[src/rtl/noc_injection_arbiter.sv]
// noc_injection_arbiter: shares one router injection port between NUM_SOURCES
// requesters. Round-robin, packet-granular (wormhole) arbitration, gated by a
// credit counter that mirrors the router input buffer.
// Optional build macro NOC_INJ_ARB_STATS_EN adds the stall_cycles counter port.
module noc_injection_arbiter #(
    parameter int unsigned NUM_SOURCES       = 4,
    parameter int unsigned DEST_WIDTH        = 4,
    parameter int unsigned FLIT_WIDTH        = 256,
    parameter int unsigned FLIT_BUFFER_DEPTH = 2
) (
    input  logic                   clk,
    input  logic                   rst,
    input  logic [FLIT_WIDTH-1:0]  src_data    [NUM_SOURCES],
    input  logic [DEST_WIDTH-1:0]  src_dest    [NUM_SOURCES],
    input  logic [NUM_SOURCES-1:0] src_is_tail,
    input  logic [NUM_SOURCES-1:0] src_valid,
    output logic [NUM_SOURCES-1:0] src_ready,
    output logic [FLIT_WIDTH-1:0]  data_out,
    output logic [DEST_WIDTH-1:0]  dest_out,
    output logic                   is_tail_out,
    output logic                   send_out,
    input  logic                   credit_in,
    output logic                   credit_overflow
`ifdef NOC_INJ_ARB_STATS_EN
    ,
    output logic [31:0]            stall_cycles
`endif
);

    localparam int unsigned IDX_W = (NUM_SOURCES > 1) ? $clog2(NUM_SOURCES) : 1;
    localparam int unsigned CNT_W = $clog2(FLIT_BUFFER_DEPTH + 1);
    localparam logic [CNT_W-1:0] CNT_MAX  = CNT_W'(FLIT_BUFFER_DEPTH);
    localparam logic [IDX_W-1:0] LAST_IDX = IDX_W'(NUM_SOURCES - 1);

    typedef enum logic {
        ST_IDLE   = 1'b0,
        ST_LOCKED = 1'b1
    } state_e;

    // Increment a source index modulo NUM_SOURCES.
    function automatic logic [IDX_W-1:0] wrap_inc(input logic [IDX_W-1:0] idx);
        return (idx == LAST_IDX) ? '0 : idx + IDX_W'(1);
    endfunction

    state_e                 state_q, state_d;
    logic [IDX_W-1:0]       lock_id_q, lock_id_d;
    logic [IDX_W-1:0]       rr_ptr_q, rr_ptr_d;
    logic [CNT_W-1:0]       credit_cnt_q, credit_cnt_d;
    logic                   credit_overflow_q, credit_overflow_d;
    logic                   send_q, send_d;
    logic [FLIT_WIDTH-1:0]  data_q, data_d;
    logic [DEST_WIDTH-1:0]  dest_q, dest_d;
    logic                   is_tail_q, is_tail_d;

    logic [IDX_W-1:0]       grantee;
    logic                   found;
    logic                   accept;
    logic                   has_credit;

    // Grantee: locked source while a packet is open, else first valid from rr_ptr.
    always_comb begin
        logic [IDX_W-1:0] idx;
        grantee = rr_ptr_q;
        found   = 1'b0;
        idx     = rr_ptr_q;
        for (int k = 0; k < NUM_SOURCES; k++) begin
            if (!found && src_valid[idx]) begin
                grantee = idx;
                found   = 1'b1;
            end
            idx = wrap_inc(idx);
        end
        if (state_q == ST_LOCKED) begin
            grantee = lock_id_q;
        end
    end

    // Ready to the grantee only, and only while a buffer slot is free.
    always_comb begin
        src_ready  = '0;
        has_credit = (credit_cnt_q != '0);
        if (!rst && has_credit && ((state_q == ST_LOCKED) || found)) begin
            src_ready[grantee] = 1'b1;
        end
        accept = src_valid[grantee] & src_ready[grantee];
    end

    // Next-state: lock/unlock, round-robin pointer, output capture and credits.
    always_comb begin
        state_d           = state_q;
        lock_id_d         = lock_id_q;
        rr_ptr_d          = rr_ptr_q;
        credit_cnt_d      = credit_cnt_q;
        credit_overflow_d = credit_overflow_q;
        send_d            = 1'b0;
        data_d            = data_q;
        dest_d            = dest_q;
        is_tail_d         = is_tail_q;

        if (accept) begin
            send_d    = 1'b1;
            data_d    = src_data[grantee];
            dest_d    = src_dest[grantee];
            is_tail_d = src_is_tail[grantee];
            if (src_is_tail[grantee]) begin
                state_d  = ST_IDLE;
                rr_ptr_d = wrap_inc(grantee);
            end else begin
                state_d   = ST_LOCKED;
                lock_id_d = grantee;
            end
        end

        // A send and a returned credit in the same cycle cancel out.
        if (accept && !credit_in) begin
            credit_cnt_d = credit_cnt_q - CNT_W'(1);
        end else if (credit_in && !accept) begin
            if (credit_cnt_q == CNT_MAX) begin
                credit_overflow_d = 1'b1;
            end else begin
                credit_cnt_d = credit_cnt_q + CNT_W'(1);
            end
        end
    end

    // State and output registers with synchronous reset.
    always_ff @(posedge clk) begin
        if (rst) begin
            state_q           <= ST_IDLE;
            lock_id_q         <= '0;
            rr_ptr_q          <= '0;
            credit_cnt_q      <= CNT_MAX;
            credit_overflow_q <= 1'b0;
            send_q            <= 1'b0;
            data_q            <= '0;
            dest_q            <= '0;
            is_tail_q         <= 1'b0;
        end else begin
            state_q           <= state_d;
            lock_id_q         <= lock_id_d;
            rr_ptr_q          <= rr_ptr_d;
            credit_cnt_q      <= credit_cnt_d;
            credit_overflow_q <= credit_overflow_d;
            send_q            <= send_d;
            data_q            <= data_d;
            dest_q            <= dest_d;
            is_tail_q         <= is_tail_d;
        end
    end

    assign send_out        = send_q;
    assign data_out        = data_q;
    assign dest_out        = dest_q;
    assign is_tail_out     = is_tail_q;
    assign credit_overflow = credit_overflow_q;

`ifdef NOC_INJ_ARB_STATS_EN
    logic [31:0] stall_cycles_q, stall_cycles_d;

    // Count cycles with pending requests but no flit accepted; wraps naturally.
    always_comb begin
        stall_cycles_d = stall_cycles_q;
        if ((|src_valid) && !accept) begin
            stall_cycles_d = stall_cycles_q + 32'd1;
        end
    end

    // Stall counter register.
    always_ff @(posedge clk) begin
        if (rst) begin
            stall_cycles_q <= '0;
        end else begin
            stall_cycles_q <= stall_cycles_d;
        end
    end

    assign stall_cycles = stall_cycles_q;
`endif

endmodule

[config.mk]
export PLATFORM = sky130hd
export DESIGN_NAME = noc_injection_arbiter
export DESIGN_NICKNAME = d
export VERILOG_FILES = /design/src/rtl/noc_injection_arbiter.sv
export SDC_FILE = /design/constraint.sdc
export NUM_CORES = 1
export LEC_CHECK = 0
export BUFFER_PORTS_ARGS = -buffer_cell sky130_fd_sc_hd__buf_2
export CORE_AREA = 2 2 509 511
export CTS_BUF_LIST = sky130_fd_sc_hd__clkbuf_8
export DETAILED_ROUTE_END_ITERATION = 10
export DIE_AREA = 0 0 511 513
export PLACE_DENSITY = 0.3
export SLEW_MARGIN = 20
export SYNTH_ARGS = -nofsm -noshare
export SYNTH_HDL_FRONTEND = slang
export SYNTH_SLANG_ARGS = --single-unit
[constraint.sdc]
create_clock -name clk -period 12.3 [get_ports clk]
set_input_delay 2.46 -clock clk [delete_from_list [all_inputs] [get_ports clk]]
set_output_delay 2.46 -clock clk [all_outputs]
set_load 0.05 [all_outputs]
# Word level (Yosys, flattened, before mapping)

Cells that the tools add are included.

Output and inout port bits: 267
Bits of input ports: 1051
Logic and storage cells: 93
Register bits: 270

Equality and inequality tests: 6
Reduce and logical (&&, ||, !) cells: 21
$lt $le $gt $ge: 7
$add $sub $neg: 6
Bitwise logic cells: 4
Multiplexer cells: 40

Operators by type and width:

| operator                                                                      | count |
|---|---|
| 256-bit binary-select mux with 2-bit select                                   | 1 |
| 256-bit two-way mux                                                           | 2 |
| 2-bit two-way mux                                                             | 11 |
| 2-bit by 3-bit less-than comparator with 1-bit output (second input constant) | 5 |
| 1-bit binary-select mux with 2-bit select                                     | 7 |
| 1-bit two-way mux                                                             | 14 |
| 4-bit two-way mux                                                             | 3 |
| 2-bit by 1-bit adder with 2-bit output (second input constant)                | 5 |
| 2-bit == test (second input constant)                                         | 5 |
| 4-bit binary-select mux with 2-bit select                                     | 1 |
| 1-bit logical AND                                                             | 8 |
| 1-bit logical NOT                                                             | 6 |
| 2-bit AND reduction                                                           | 3 |
| 2-bit nonzero test                                                            | 2 |
| 3-bit >= comparator (second input constant)                                   | 1 |
| 2-bit inverter with 3-bit output                                              | 1 |
| 3-bit AND reduction                                                           | 1 |
| 1-bit demux with 2-bit select                                                 | 1 |
| 2-bit by 1-bit >= comparator with 1-bit output (second input constant)        | 1 |
| 2-bit inequality test (second input constant)                                 | 1 |
| 1-bit inverter                                                                | 2 |
| 2-bit by 1-bit subtractor with 2-bit output (second input constant)           | 1 |
| 1-bit AND                                                                     | 1 |
| 1-bit logical OR                                                              | 1 |

# Depth between registers and ports, before layout

Depth in word-level cells: 25
Mapped depth: 24

# Worst setup path before layout

OpenSTA, ideal clock, no wires.

Path kind: in2out
Start: in src_valid[2]
End: out src_ready[0]
Data arrival time: 5.451 ns
Path slack: 4.389 ns
Path buffers: 4
Stages on the path: 11
Data required time: 9.840 ns
Path through: clkbuf_1 mux4_2 a211o_1 a21o_1 o211a_2 o31ai_4 buf_2 clkbuf_1 clkbuf_1 nand2_1 nor2_1

Word-level cells in the longest chain between the ends: 18
Elaborated cells between the ends (all ways): 30

RTL lines:

| item                                                                                                                                                 | line | source |
|---|---|---|
| start, declared                                                                                                                                      | 16   | `input logic [NUM_SOURCES-1:0] src_valid,` |
| 1-bit binary-select mux with 2-bit select                                                                                                            | 67   | `if (!found && src_valid[idx]) begin` |
| 1-bit two-way mux (implied by the code)                                                                                                              | 67   |  |
| 1-bit two-way mux                                                                                                                                    | 67   |  |
| 1-bit logical NOT                                                                                                                                    | 67   |  |
| 1-bit logical AND                                                                                                                                    | 67   |  |
| 1-bit two-way mux                                                                                                                                    | 67   |  |
| 1-bit logical NOT                                                                                                                                    | 67   |  |
| 1-bit logical AND                                                                                                                                    | 67   |  |
| [2 not listed]                                                                                                                                       | --   |  |
| 1-bit logical AND                                                                                                                                    | 67   |  |
| 2-bit two-way mux                                                                                                                                    | 67   |  |
| 2-bit two-way mux                                                                                                                                    | 73   | `if (state_q == ST_LOCKED) begin` |
| 2-bit by 3-bit less-than comparator with 1-bit output (implied by the code) / 2-bit by 1-bit >= comparator with 1-bit output (equally long branches) | 83   | `src_ready[grantee] = 1'b1;` |
| 1-bit logical AND (implied by the code)                                                                                                              | 83   |  |
| 1-bit two-way mux (implied by the code)                                                                                                              | 83   |  |
| 1-bit demux with 2-bit select                                                                                                                        | 83   |  |
| 4-bit two-way mux *                                                                                                                                  | 82   | `if (!rst && has_credit && ((state_q == ST_LOCKED) \|\| found)) begin` |
| end, declared                                                                                                                                        | 17   | `output logic [NUM_SOURCES-1:0] src_ready,` |

Mark *: on every way between the ends. The rest lies on a longest branch, timed or not. The select of a mux whose other input is x is not followed.

# Worst setup path after layout

Start: in src_valid[1]
End: out src_ready[3]

The elaborated chain is that of the path after synthesis.

==> flow_summary.ini <==
[route]
drt-initial-drc-count = 1786
ant_nets = 0
wl_per_cell_um = 22.6
via_per_inst = 3.46
dr.pass1.iters = 8
drc_errors = 0
routed_wl_um = 172000
vias = 26300

[placement]
hpwl_um = 141000
portBuffers = 1317
dp.cells = 7456
place_congestion = 0.933
pre_cts_ws_ns = 4.07

[synthesis]
syn_area_per_cell_sq_um = 5.92
ys.flop_type = dfxtp_1
syn_inst = 2997
synthArstFlopShare_pct = 0
syn-cell-area_sq_um = 17700
yosysWarnings = 0
ys_seq_elements = 270
synth_edf_count = 0
synth_nets = 4052
ys_seq_area_share_pct = 30.5
yosysUniqueCellTypes = 51

[floorplan]
dieHeight_um = 513
initial_utilization_pct = 6.92
core-area_sq_um = 256000
die_x_um = 511
die_area_sq_um = 262000
io_pins = 1318
rows = 186

[finish]
layout-drive-gt1-share_pct = 34.6
postLayoutCoreUtil_pct = 11.3
final_nets = 5190
final_cells = 7604
area_growth_pct = 62.6

[grt]
antenna_found_initial = 133
grt_pass1_wl_um = 229000
gr-total-overflow = 0
gr-usage-all-layers_pct = 12.5
grt_max_degree = 143
grt_pass1_vias = 26100

[power]
irDropWorstVdd_v = 0.000392
p_leak_uw = 0.0132
pwr_density_cell_nw_per_um2 = 428

[clock_tree]
cts_inserted_buffers = 61
clockBufferDepth = 3
clockRootBuffer = clkbuf_8
h-tree-depth = 2
cts_resized = 0
hold_buffers = 0
insertion_delay_ns = 0.78
path_clk_slew_ns = 0.05
cts_sinks = 270
cts_setup_buffers = 0
cts_tree = yes

[critical_path]
crit_chain = buf_2 -> mux4_2 -> o31ai_1 -> o221ai_1 -> a211o_4 -> inv_8 -> ha_1 -> and2_1 -> buf_2
crit_arrival_ns = 5.67
timing.critical_path.mode_cell = buf_2
critPathRequiredTime_ns = 9.84
max_stage_delay_ns = 0.56
start_kind = input pin
crit_path_end_kind = output pin
crit_fanout = 100
crit_type = in -> out
slowest_stage = a211o_4

[timing]
slew_headroom_pct = 33.2
fin_worst_skew_ns = 0.0573
finalHoldViolCount = 0
fmax_mhz = 123
finalWorstSetupSlack_ns = 4.17
final.period_utilization_pct = 66.1
rsz0062_at_grt = no
whs_ns = 0.450
fin_setup_tns_ns = 0
worst_slew_pin_slew_ns = 1.00
min_period_ns = 8.13
finalSetupViolCount = 0
final_max_slew_viol_count = 0

[job]
cap_violations = 0

[hold_path]
hold_path_class = reg -> reg

[status]
status = completed
[worst max-delay path, delay by kind of cell]
kind / cells / cell delay (ns)
AO/OA/AOI/OAI: 3 / 1.12
adder cells (fa/ha/maj): 1 / 0.31
multiplexers: 1 / 0.54
AND/OR/NAND/NOR: 1 / 0.14
buffers and inverters: 3 / 1.01
[per-layer routing]
| layer | vias to the layer above | global-route usage, % | part of all wire [%] |
|---|---|---|---|
| met5 | - | 0 | 0.31 |
| met4 | 80 | 3.59 | 2.9 |
| met3 | 304 | 5.45 | 10 |
| met2 | 1336 | 20.6 | 46 |
| met1 | 12300 | 14.7 | 41 |
| li1 | 12300 | - | - |
[final timing paths]
check                               endpoint  slack, ns                  startpoint  depth (start not counted)
hold / removal    data_out[177]$_SDFFE_PP0P_       0.45  data_out[177]$_SDFFE_PP0P_                          2
setup reg to reg   data_out[35]$_SDFFE_PP0P_       5.49    rr_ptr_q[1]$_SDFFE_PP0P_                         15
hold reg to reg   data_out[177]$_SDFFE_PP0P_       0.45  data_out[177]$_SDFFE_PP0P_                          2
setup / recovery                src_ready[3]       4.17                src_valid[1]                          9
[per-stage QoR]
| step | area (sq um) | total power [uW] |
|---|---|---|
| 6_report | 28800 | 12300 |
| 5_1_grt | 28800 | 13500 |
| 4_1_cts | 28700 | 12700 |
| 3_5_place_dp | 27600 | 11500 |
| 3_3_place_gp | 27600 | 11600 |
| 2_1_floorplan | 17700 | 7980 |
[final cells by class]
cell class	instances	area (sq um)
clock inverters	35	175
well taps	3384	4230
inverters	10	60.1
flip-flops and latches	270	5410
clock buffers	74	1020
fillers	30500	227000
multi-input cells	2444	10900
diodes	39	97.6
repair buffers	1348	6930
[cell families (layout without fill, tap and decap cells)]
| kind of cell | after synthesis | in the layout | share of synthesized area (%) |
|---|---|---|---|
| AND/OR/NAND/NOR | 2124 | 2124 | 50.8 |
| AO/OA/AOI/OAI | 300 | 300 | 9.13 |
| buffers and inverters | 283 | 1467 | 8.09 |
| flip-flops | 270 | 270 | 30.5 |
| multiplexers | 14 | 14 | 1.10 |
| adder cells (fa/ha/maj) | 4 | 4 | 0.282 |
| XOR/XNOR | 2 | 2 | 0.0988 |
| other | 0 | 39 | 0 |
[cell usage in the layout (no fill, tap or decap), types with 5 or more instances in the layout]
cell type     n
buf_2      1316
nand2_1    1307
nand3_1     780
dfxtp_1     270
a21oi_1     263
clkbuf_8     74
diode_2      39
inv_1        37
buf_4        23
nor2_1       13
buf_12        8
o21ai_0       7
mux2i_1       6
nor2b_1       5
o31ai_1       5
inv_8         5
[synthesized netlist by cell type, types with 3 or more instances]
| library cell | number | area, sq um |
|---|---|---|
| o21ai_0 | 7 | 35.0 |
| buf_2 | 103 | 515 |
| inv_1 | 8 | 30.0 |
| nor2_1 | 13 | 48.8 |
| nand2b_1 | 3 | 18.8 |
| mux4_2 | 4 | 90.1 |
| dfxtp_1 | 270 | 5410 |
| o31ai_1 | 5 | 37.5 |
| ha_1 | 4 | 50.1 |
| clkbuf_1 | 132 | 495 |
| buf_4 | 7 | 52.6 |
| mux2i_1 | 6 | 60.1 |
| buf_6 | 29 | 327 |
| a21oi_1 | 263 | 1320 |
| and3_1 | 3 | 18.8 |
| nor2b_1 | 5 | 31.3 |
| o31a_1 | 3 | 26.3 |
| nand2_1 | 1307 | 4910 |
| nor3_1 | 3 | 15.0 |
| a211o_1 | 3 | 26.3 |
| mux2_2 | 4 | 45.0 |
| nand3_1 | 780 | 3900 |
[sequential cells by signal (all words and copies together), names as in the netlist]
signal / cells
state_q: 1
send_out: 1
is_tail_out: 1
data_out: 256
credit_cnt_q: 2
dest_out: 4
rr_ptr_q: 2
lock_id_q: 2
credit_overflow: 1
[power breakdown]
group / total, uW / switching [uW] / internal, uW
sequential: 1390 / 180 / 1210
clock: 1080 / 518 / 559
combinational: 9880 / 7590 / 2300
total: 12300 / 8280 / 4070
(Power assumes the default switching activity.)
